### src/rtl/mult_ctrl.sv
// Sequencer for the n-bit shift-add multiplier datapath: operand capture, load/add/shift strobes, product hand-off.
// Latency: n+2 cycles from acceptance with SPLIT=0, 2n+popcount(mplier)+2 with SPLIT=1.
// Backpressure: DONE holds the product with no strobes until out_ready; in_ready is high only in IDLE.
module mult_ctrl #(
  parameter int n     = 8,
  parameter int SPLIT = 0
) (
  input  logic           clk,
  input  logic           rst_n,
  input  logic           in_valid,
  output logic           in_ready,
  input  logic [n-1:0]   in_mcand,
  input  logic [n-1:0]   in_mplier,
  input  logic           abort,
  output logic           out_valid,
  input  logic           out_ready,
  output logic [2*n-1:0] out_product,
  output logic           busy,
  output logic           load,
  output logic           add,
  output logic           shift,
  output logic [n-1:0]   sbn,
  output logic [n-1:0]   sn,
  input  logic           cnt_eq_0,
  input  logic           b0,
  input  logic [2*n-1:0] tich
);

  typedef enum logic [2:0] {
    S_IDLE,
    S_LOAD,
    S_CALC,
    S_TEST,
    S_ADD,
    S_SHIFT,
    S_DONE
  } state_t;

  state_t         state_q, state_d;
  logic [n-1:0]   sn_q, sn_d;
  logic [n-1:0]   sbn_q, sbn_d;

  // State and operand registers; reset clears both so sn/sbn read zero.
  always_ff @(posedge clk) begin
    if (!rst_n) begin
      state_q <= S_IDLE;
      sn_q    <= '0;
      sbn_q   <= '0;
    end else begin
      state_q <= state_d;
      sn_q    <= sn_d;
      sbn_q   <= sbn_d;
    end
  end

  // Next-state, operand capture and Moore strobes (add in CALC follows b0).
  always_comb begin
    state_d   = state_q;
    sn_d      = sn_q;
    sbn_d     = sbn_q;
    in_ready  = 1'b0;
    out_valid = 1'b0;
    busy      = 1'b1;
    load      = 1'b0;
    add       = 1'b0;
    shift     = 1'b0;

    case (state_q)
      S_IDLE: begin
        busy     = 1'b0;
        in_ready = 1'b1;
        if (in_valid) begin
          sbn_d   = in_mcand;
          sn_d    = in_mplier;
          state_d = S_LOAD;
        end
      end
      S_LOAD: begin
        load    = 1'b1;
        state_d = (SPLIT != 0) ? S_TEST : S_CALC;
      end
      S_CALC: begin
        if (cnt_eq_0) begin
          state_d = S_DONE;
        end else begin
          shift = 1'b1;
          add   = b0;
        end
      end
      S_TEST: begin
        if (cnt_eq_0)  state_d = S_DONE;
        else if (b0)   state_d = S_ADD;
        else           state_d = S_SHIFT;
      end
      S_ADD: begin
        add     = 1'b1;
        state_d = S_SHIFT;
      end
      S_SHIFT: begin
        shift   = 1'b1;
        state_d = S_TEST;
      end
      S_DONE: begin
        out_valid = 1'b1;
        if (out_ready) state_d = S_IDLE;
      end
      default: begin
        state_d = S_IDLE;
      end
    endcase

    // Cancel wins over everything, including a coincident output handshake.
    if (abort && (state_q != S_IDLE)) state_d = S_IDLE;
  end

  assign sn          = sn_q;
  assign sbn         = sbn_q;
  assign out_product = tich;

endmodule

### config.mk
export PLATFORM = sky130hd
export DESIGN_NAME = mult_ctrl
export DESIGN_NICKNAME = d
export VERILOG_FILES = /design/src/rtl/mult_ctrl.sv
export SDC_FILE = /design/constraint.sdc
export NUM_CORES = 1
export LEC_CHECK = 0
export CORE_MARGIN = 1
export CORE_UTILIZATION = 32
export CTS_CLUSTER_DIAMETER = 100
export DETAILED_ROUTE_END_ITERATION = 12
export PLACE_DENSITY = 0.79
export SYNTH_ARGS = -nofsm -noshare
export SYNTH_HDL_FRONTEND = slang
export SYNTH_SLANG_ARGS = --single-unit
### constraint.sdc
create_clock -name clk -period 1.35 [get_ports clk]
set_input_delay 0.135 -clock clk [delete_from_list [all_inputs] [get_ports clk]]
set_output_delay 0.135 -clock clk [all_outputs]
set_load 0.01 [all_outputs]
==> run metrics <==
status=finished with violations; failing checks=negative setup slack; initial antenna violation count=0; post-synthesis compound-gate area fraction=14.2%; Synth cell types=26; Via density=4.94; Period Utilization, post-route=102%; FF-to-FF setup slack=-0.03 ns; TritonCTS clock tree=yes; Post-synth EDFFs=0; vias in the first global route=910; reg2reg end=sn[4]; area post-placement=1350 um^2; Arrival @ worst endpoint=1.59 ns; worst hold path endpoint=out_product[14]; H-tree levels=1; drc violations=0; RR Startpoint=state_q[1]; WL met3=189 um; nature of the critical path endpoint=flop; Lkg Pwr=0.765 nW; fin area=1520 um^2; crit path time final=1.38 ns; Final Setup Violations=4; Async S/R FF share, synth=0%; IO Port Bufs=44; mux cell area share after synthesis=1.05%; IR Drop Worst-Case VDD=463 uV; Worst-path clk slew=0.10 ns; Root Buffer=clkbuf_4; Clock Path Buffers=2; worst-margin pin slew=0.241 ns; post-synthesis average cell area=7.92 um^2; DRT Pass-1 Iters=4; Seq/Total Area, Yosys=40.0%; top cells by count, synth=19 x dfxtp_1, 18 x buf_4, 17 x nand2_1, 16 x nand3_1, 16 x o21ai_0; Syn. warnings=0; Fin. Hold Viols=0; unrepaired setup endpoints after global routing=yes; ANT nets after route=0; gpl congestion=0.730; Max Clk Rate=0.725 GHz; Synth Area in Adders=0%; Tightest Hold Check Type=input pin to output pin; die width=56.5 um; post-synth top area share=40.0%; Starting DRT DRC Count=16; ratio of cells with drive above 1 in the final layout=29.2%; CP startpoint kind=flop; max-cap viol count=0; hold path depth=0; Detail Placement HPWL=1.71 mm; nets=201; CTS Buf Count=3; Post-Synth XOR/XNOR Area=0%; worst setup margin=-0.0296 ns; relative slew slack=83.9%; Critical Path RT=1.57 ns; routed length on met1=993 um; largest net degree at the start of global routing=21; top post-synthesis cells by area=dfxtp_1 40%, buf_4 14%, nand3_1 8.4%; post-synthesis simple-gate area fraction=25.5%; DR WL met2=1.26 mm; Starting Density=34.2%; Top Ports=77; total wire length=2.50 mm; #FFs+latches synth=19; Post-Syn Area=951 um^2; cell taking the most area after synthesis=dfxtp_1; Clock Skew=0.00606 ns; worst-path fanout max=7; Synth Net Count=159; Core Region=2780 um^2; Final Power=1.49 mW; count leader, synth=dfxtp_1; DIE AREA=3190 um^2; CTS Sinks=19; largest family of logic cells by synthesized area=simple AND/OR/NAND/NOR gates; Die Height=56.5 um; Mapped Cells=120; first-pass GRT wire length=3.93 mm; Top FF cell, synth=dfxtp_1; area growth from synthesis to layout=60.3%; power density over cell area=976 nW/um^2; top sig layer=met4; Vias=948; ANT cells=0; worst skew pair latency=0.28 ns; Worst R2R Path Depth=7; fin. max-slew vios=0; total gr overflow=0; FP Rows=19; critical path class=flop to flop; worst hold start=tich[14]; gr usage total=15.2%; post-DR wirelength/cell=13.0 um
[kinds of logic (layout without fill, tap and decap cells)]
family                 Yosys count  count (layout)
AO/OA/AOI/OAI                   26              26
buffers and inverters           28              69
flip-flops                      19              19
multiplexers                     1               1
AND/OR/NAND/NOR                 46              46
[how the worst max path moves through the flow]
stage / startpoint / to / cells after the start
2_1_floorplan: state_q[1] / state_q[0] / 5
3_3_place_gp: cnt_eq_0 / shift / 4
3_5_place_dp: cnt_eq_0 / shift / 4
4_1_cts: state_q[1] / sn[3] / 7
5_1_grt: state_q[1] / sn[4] / 7
6_report: state_q[1] / sn[4] / 7
[placed cells by master, fill, tap and decap left out, types with 2 or more instances in the layout]
cell type        synthesis  final
nor2_1                   2      2
o21ai_2                  0      3
nand2b_1                 2      2
o21ai_1                  3      8
buf_6                    1      7
clkdlybuf4s50_1          0     27
nand3_2                  0      7
dfxtp_1                 19     16
a21oi_1                  5      5
nand2_1                 17     17
dlymetal6s2s_1           0     11
nand3_1                 16      9
dfxtp_2                  0      2
buf_2                    1      4
o21ai_0                 16      8
clkbuf_4                 0      3
nor2b_1                  2      2
buf_4                   18     14
[per-layer routing]
layer | up-vias | global-route usage, %
met5 | - | 0
met4 | 0 | 4.88
met3 | 14 | 3.46
met2 | 42 | 28.7
met1 | 424 | 16.5
li1 | 468 | -
[cell type report]
cell class	count	area, um^2
clock buffers	4	26.3
fillers	272	1260
repair buffers	63	612
inverters	2	7.51
multi-input cells	73	453
well taps	31	38.8
flip-flops and latches	19	387
[critical path, stage by stage (launching register included)]
cell and delay [ns]:
dfxtp_2 0.34, buf_6 0.13, buf_6 0.11, nor4b_4 0.26, buf_4 0.18, buf_6 0.12
nand3_2 0.08, o21ai_2 0.08
[stage by stage]
step | hold slack, ns | worst slack (ns) | TNS, ns | util [%] | instances
floorplan | 0.265 | 0.172 | 0 | - | 120
global placement | 0.270 | -0.277 | -0.948 | 48.4 | 180
detailed placement | 0.270 | -0.328 | -1.38 | 48.4 | 180
CTS | 0.270 | -0.0253 | -0.165 | 51.8 | 192
global route | 0.270 | -0.110 | -1.01 | 54.8 | 192
finish | 0.270 | -0.0296 | -0.0658 | 54.8 | 192
[power by group]
part	internal [mW]	switching (mW)	total (mW)
clock	0.115	0.157	0.272
sequential	0.619	0.0324	0.651
combinational	0.321	0.243	0.564
[repair_timing]
action | 4_1_cts | 5_1_grt
setup buffers | 5 | 0
endpoints found under the setup margin | 22 | 33
resized for setup | 45 | 26
cloned | 3 | 0
pin swaps | 0 | 7
hold buffers | 0 | 0
[sequential cells by signal (all words and copies together) (netlist names)]
signal	count
sn	8
sbn	8
state_q	3
Power figures use the tool's default switching activity.
